<file path="config.mk">
export PLATFORM = sky130hd
export DESIGN_NAME = binary2unary
export DESIGN_NICKNAME = d
export VERILOG_FILES = /design/src/rtl/binary2unary.sv
export SDC_FILE = /design/constraint.sdc
export NUM_CORES = 1
export LEC_CHECK = 0
export ABC_AREA = 1
export CORE_MARGIN = 2
export CORE_UTILIZATION = 40
export DETAILED_ROUTE_END_ITERATION = 7
export MAX_ROUTING_LAYER = met4
export PLACE_DENSITY_LB_ADDON = 0.15
export SYNTH_ARGS = -nofsm -noshare
export SYNTH_HDL_FRONTEND = slang
export SYNTH_SLANG_ARGS = --single-unit
</file>
<file path="constraint.sdc">
create_clock -name clk -period 5.07 [get_ports clk]
set_clock_uncertainty 0.1 [all_clocks]
set_input_delay 0.7605 -clock clk [delete_from_list [all_inputs] [get_ports clk]]
set_output_delay 0.7605 -clock clk [all_outputs]
set_load 0.05 [all_outputs]
</file>
<file path="src/rtl/binary2unary.sv">
// Purpose: registered binary-to-thermometer encoder with direct (valid/ready) and ramp-sweep modes.
// Latency: 1 cycle from an accepted direct code or a RAMP step to unary/out_valid.
// Backpressure: in_ready is low outside IDLE, while ramp_start is high, and while rst_n is low.
//
// Ports:
//   clk, rst_n              rising-edge clock, asynchronous active-low reset
//   in_code/in_valid/in_ready  direct-mode code handshake (accepted in IDLE only)
//   ramp_start, ramp_abort  start a sweep from IDLE / drop back to IDLE mid-sweep
//   dwell                   extra hold cycles per ramp code, latched at ramp start
//   unary                   thermometer word, bits [k-1:0] set for code k
//   out_valid, sat          one-cycle pulses: unary updated / direct code was clamped
//   ramp_busy, ramp_done    sweep in progress / one-cycle pulse when the sweep completes
module binary2unary #(
    parameter int unary_width = 255,
    parameter int bin_width   = 8,
    parameter int dwell_width = 8
) (
    input  logic                   clk,
    input  logic                   rst_n,
    input  logic [bin_width-1:0]   in_code,
    input  logic                   in_valid,
    output logic                   in_ready,
    input  logic                   ramp_start,
    input  logic                   ramp_abort,
    input  logic [dwell_width-1:0] dwell,
    output logic [unary_width-1:0] unary,
    output logic                   out_valid,
    output logic                   sat,
    output logic                   ramp_busy,
    output logic                   ramp_done
);

    typedef enum logic [1:0] {IDLE, RAMP, DWELL} state_t;

    // Counter is one bit wider than the code so a full 2**bin_width-1 sweep never wraps.
    localparam logic [bin_width:0] UMAX = (bin_width + 1)'(unary_width);

    state_t                 state, state_nxt;
    logic [bin_width:0]     cnt, cnt_nxt;
    logic [dwell_width-1:0] dwell_lat, dwell_lat_nxt;
    logic [dwell_width-1:0] dcnt, dcnt_nxt;
    logic [unary_width-1:0] unary_nxt;
    logic                   out_valid_nxt;
    logic                   sat_nxt;
    logic                   ramp_done_nxt;
    logic [bin_width:0]     code_ext;

    function automatic logic [unary_width-1:0] therm(input logic [bin_width:0] c);
        logic [unary_width-1:0] t;
        t = '0;
        for (int i = 0; i < unary_width; i++) begin
            t[i] = (i < int'(c));
        end
        return t;
    endfunction

    // Gate with rst_n so the upstream never sees ready while the block is held in reset.
    assign in_ready  = rst_n && (state == IDLE) && !ramp_start;
    assign ramp_busy = (state != IDLE);
    assign code_ext  = {1'b0, in_code};

    always_comb begin
        state_nxt     = state;
        cnt_nxt       = cnt;
        dwell_lat_nxt = dwell_lat;
        dcnt_nxt      = dcnt;
        unary_nxt     = unary;
        out_valid_nxt = 1'b0;
        sat_nxt       = 1'b0;
        ramp_done_nxt = 1'b0;
        case (state)
            IDLE: begin
                if (ramp_start) begin
                    dwell_lat_nxt = dwell;
                    cnt_nxt       = '0;
                    state_nxt     = RAMP;
                end else if (in_valid) begin
                    out_valid_nxt = 1'b1;
                    if (code_ext > UMAX) begin
                        unary_nxt = therm(UMAX);
                        sat_nxt   = 1'b1;
                    end else begin
                        unary_nxt = therm(code_ext);
                    end
                end
            end
            RAMP: begin
                if (ramp_abort) begin
                    state_nxt = IDLE;
                end else begin
                    unary_nxt     = therm(cnt);
                    out_valid_nxt = 1'b1;
                    if (dwell_lat == '0) begin
                        if (cnt == UMAX) begin
                            ramp_done_nxt = 1'b1;
                            state_nxt     = IDLE;
                        end else begin
                            cnt_nxt = cnt + 1'b1;
                        end
                    end else begin
                        dcnt_nxt  = dwell_lat;
                        state_nxt = DWELL;
                    end
                end
            end
            DWELL: begin
                if (ramp_abort) begin
                    state_nxt = IDLE;
                end else begin
                    dcnt_nxt = dcnt - 1'b1;
                    // RAMP cycle plus dwell DWELL cycles gives dwell+1 cycles per code.
                    if (dcnt <= 1) begin
                        if (cnt == UMAX) begin
                            ramp_done_nxt = 1'b1;
                            state_nxt     = IDLE;
                        end else begin
                            cnt_nxt   = cnt + 1'b1;
                            state_nxt = RAMP;
                        end
                    end
                end
            end
            default: begin
                state_nxt = IDLE;
            end
        endcase
    end

    always_ff @(posedge clk or negedge rst_n) begin
        if (!rst_n) begin
            state     <= IDLE;
            cnt       <= '0;
            dwell_lat <= '0;
            dcnt      <= '0;
            unary     <= '0;
            out_valid <= 1'b0;
            sat       <= 1'b0;
            ramp_done <= 1'b0;
        end else begin
            state     <= state_nxt;
            cnt       <= cnt_nxt;
            dwell_lat <= dwell_lat_nxt;
            dcnt      <= dcnt_nxt;
            unary     <= unary_nxt;
            out_valid <= out_valid_nxt;
            sat       <= sat_nxt;
            ramp_done <= ramp_done_nxt;
        end
    end

endmodule

</file>
* Word level (Yosys, flattened, before mapping)
Index checks and enable logic that the tools add are counted.
** Storage, ports and cells
- Bits in registers :: 285
- Logic and storage cells :: 587
- Output and inout bits :: 260
** Cells by class
- Multiplexer cells :: 38
- Magnitude comparators :: 512
- $add $sub $neg :: 2
- Equal/unequal tests :: 13
- Reduce and logical (&&, ||, !) cells :: 14
** Operator list (count)
- < comparator 8 x 9 -> 1 bit, first input constant :: 127
- 2-to-1 mux 255 bit :: 4
- < comparator 8 bit, first input constant :: 127
- < comparator 7 x 9 -> 1 bit, first input constant :: 64
- < comparator 7 x 8 -> 1 bit, first input constant :: 64
- one-hot mux 255 bit (2 select lines) :: 1
- < comparator 6 x 9 -> 1 bit, first input constant :: 32
- < comparator 6 x 8 -> 1 bit, first input constant :: 32
- < comparator 5 x 9 -> 1 bit, first input constant :: 16
- < comparator 5 x 8 -> 1 bit, first input constant :: 16
- < comparator 4 x 9 -> 1 bit, first input constant :: 8
- < comparator 4 x 8 -> 1 bit, first input constant :: 8
- 2-to-1 mux 9 bit :: 6
- < comparator 3 x 9 -> 1 bit, first input constant :: 4
- < comparator 3 x 8 -> 1 bit, first input constant :: 4
- one-hot mux 9 bit (3 select lines) :: 1
- 2-to-1 mux 8 bit :: 3
- < comparator 1 x 9 -> 1 bit, first input constant :: 2
- < comparator 2 x 9 -> 1 bit, first input constant :: 2
- < comparator 1 x 8 -> 1 bit, first input constant :: 2
- < comparator 2 x 8 -> 1 bit, first input constant :: 2
- != test 2 bit, second input constant :: 8
- one-hot mux 8 bit (2 select lines) :: 1
- 2-to-1 mux 1 bit :: 13
- other kinds (22) :: 32

* Longest topological paths before layout
- Depth in word-level cells :: 5
- Gate-level depth with buffers :: 12
- Depth with buffers taken out :: 12

* Worst setup path before layout
No wires, ideal clock.
- Kind :: input to output
- From :: input port rst_n
- To :: output port in_ready
- Arrival time :: 1.449 ns
- Cell stages on the path :: 2
- Path slack :: 2.760 ns
- Path buffers :: 0
- Data required time :: 4.209 ns
- Path through :: nand2_1 -> nor2_1
** Between the ends
- Longest elaborated chain between the ends :: 2
** RTL lines
- start: declaration :: RTL line 19 : input logic rst_n,
- logical AND 1 bit (2 in a row) :: RTL line 58 : assign in_ready = rst_n && (state == IDLE) && !ramp_start;
- end: declaration :: RTL line 22 : output logic in_ready,
Every way passes these cells.

* Worst setup path after layout
Ends and elaborated chain as after synthesis.

==> metrics <==
Final Cell Area around 20,000 µm²; Vias between 15k and 20k; crit start category primary input; die width around 200 µm; Seq/Total Area, Yosys 44.6%; # IOs around 280; Worst Setup End Kind output port; Starting Density between 40% and 50%; Synth Cell Area approximately 16,000 µm²; Final period util a little over two thirds; Final Max Slew Viols 0; total number of yosys warnings 0; Worst-path clk slew around 0.06 ns; setup tns final 0 ns; Multi-input gate area 7890 µm²; Worst Path Arrival approximately 2.7 ns; core area slightly below 40,000 µm²; drt first pass iters 6; Worst-Skew Late Latency just under 0.6 ns; Post-synth ARST share between 90% and 100%; Critical Path RT 4.21 ns; GRT Residual Overflow 0; Peak VDD IR approximately 0.98 mV; Detailed Place HPWL roughly 66,000 µm; initial antenna violation count 2; Synth top cells by count 676 x nand2_1, 483 x nor2_1, 284 x dfrtp_1; Syn Area/Cell between 6 and 7 µm²; Final Hold Violating Endpoints 0; Syn Inst Count between 2k and 2.5k; post-synth top area share 44.6%; Wirelength per Cell ~29 µm; global-route wire length before repair between 100,000 and 150,000 µm; initial DRC count approximately 2.2k; largest net degree at the start of global routing around 140; number of synthesized flops with an enable pin 0; vias in the first global route 18.1k; worst-path fanout max 28; proportion of layout cells with a drive suffix above 1 6.78%; WL final 90,800 µm; Top FF cell, synth dfrtp_1; count of cell types in the netlist 36; max_cap viols 0; buffer depth of the longest clock path 3; FMAX ~0.28 GHz; CTS tree built; worst min-delay path class reg -> reg; Post-Syn Nets between 2k and 2.5k; Final ANT Viol Nets 0; GRT Util Overall approximately 45%; Die H 204 µm; relative slew slack between 10% and 20%; Setup Buffers After CTS 0; Final Wtd Congestion 1.06; H-tree depth 1; top area cells in the synthesized netlist dfrtp_1 45%, nand2_1 16%, nor2_1 11%; CTS resizes 0; post-synth top area cell dfrtp_1; routed vias/inst approximately 6; final setup vio count 0; pwr dens around 860 nW/µm²; run status completed; slew at the pin with the worst max-slew slack ~1.2 ns; Root Buffer clkbuf_16; Row Count 73; Pleak between 9 and 10 nW; RSZ-0062 raised after global routing false; I/O Buffers around 280; register area a little over 7000 µm²; Yosys reg bits about 280; Fillers about 3.8k; die area about 41,000 µm²; CTS buffer count 31; hold buffer count at cts 1; Layout area overhead 28.1%; drt drc 0; Cell Area, Placed between 15,000 and 20,000 µm²; clock sinks between 200 and 300; minimum clock period after layout between 3 and 4 ns; critical path type in -> out; most common cell in the netlist nand2_1; Final nets between 2k and 3k
cells in the final DEF (no fill, tap or decap), drive strengths merged, types with 8 or more instances in the layout:
cell and n:
nand2 689, nor2 505, dfrtp 284, clkdlybuf4s50 278, o21ai 232, a21oi 201, inv 105, nand3 92
buf 62, clkbuf 45, a31oi 44, clkinv 11, ha 8
worst max-delay path, stage by stage:
cell and delay [ns]:
dlygate4sd3_1 0.56, buf_8 0.27, nand2_1 0.10, nor2_1 0.10, clkdlybuf4s50_1 0.82
sequential cells by signal (all words and copies together) (netlist names):
signal     cells
out_valid      1
cnt            9
ramp_done      1
state          2
dwell_lat      8
unary        255
dcnt           8
per-stage QoR:
stage	instances	hold WS, ns	setup slack (ns)	power (mW)	util (%)
final	3121	0.380	1.55	17.5	51.6
after global routing	3120	0.405	1.46	18.3	51.6
after CTS	3119	0.382	1.54	17.4	51.6
after detailed placement	3061	0.365	1.52	14.9	48.9
after global placement	3061	0.364	1.54	14.8	48.9
after floorplan	2311	0.365	2.76	11.1	-
cells by family after synthesis:
logic type	share of synthesized area (%)
mux	0.353
buf+inv	6.02
simple gates	32.4
fa+ha+maj	0.628
compound gates	15.9
other cells	0.0235
flops	44.6
xor+xnor	0.110
routing by layer:
layer,vias to the layer above,wire (µm),track usage [%]
met2,1378,39000,64.8
met4,0,6660,28.5
met1,9031,35700,58.2
li1,7984,-,-
met3,278,9440,8.77
met5,-,0,-
worst paths after layout:
| check | start | to | slack, ns | cells past startpoint |
|---|---|---|---|---|
| setup reg to reg | cnt[4] | unary[94] | 1.74 | 8 |
| setup / recovery | rst_n | in_ready | 1.55 | 5 |
| hold / removal | unary[96] | unary[96] | 0.38 | 2 |
| hold reg to reg | unary[96] | unary[96] | 0.38 | 2 |
| min in group asynchronous | rst_n | unary[227] | 0.52 | 2 |
| max in group asynchronous | rst_n | unary[40] | 2.65 | 4 |
final cells by class:
class | instances | share of cell area [%]
inverter | 108 | 1.99
clock buffer | 45 | 4.40
multi-input combinational | 1804 | 38.7
sequential | 284 | 34.8
antenna | 2 | 0.0245
clock inverter | 12 | 0.729
timing repair buffer | 341 | 16.2
tap | 525 | 3.22
report_power, final:
group | switching, mW | total, mW | internal (mW)
Combinational | 7.86 | 11.0 | 3.12
Sequential | 0.747 | 4.15 | 3.41
Clock | 1.00 | 2.38 | 1.38
Note: power is estimated with default switching activity, not from simulation.
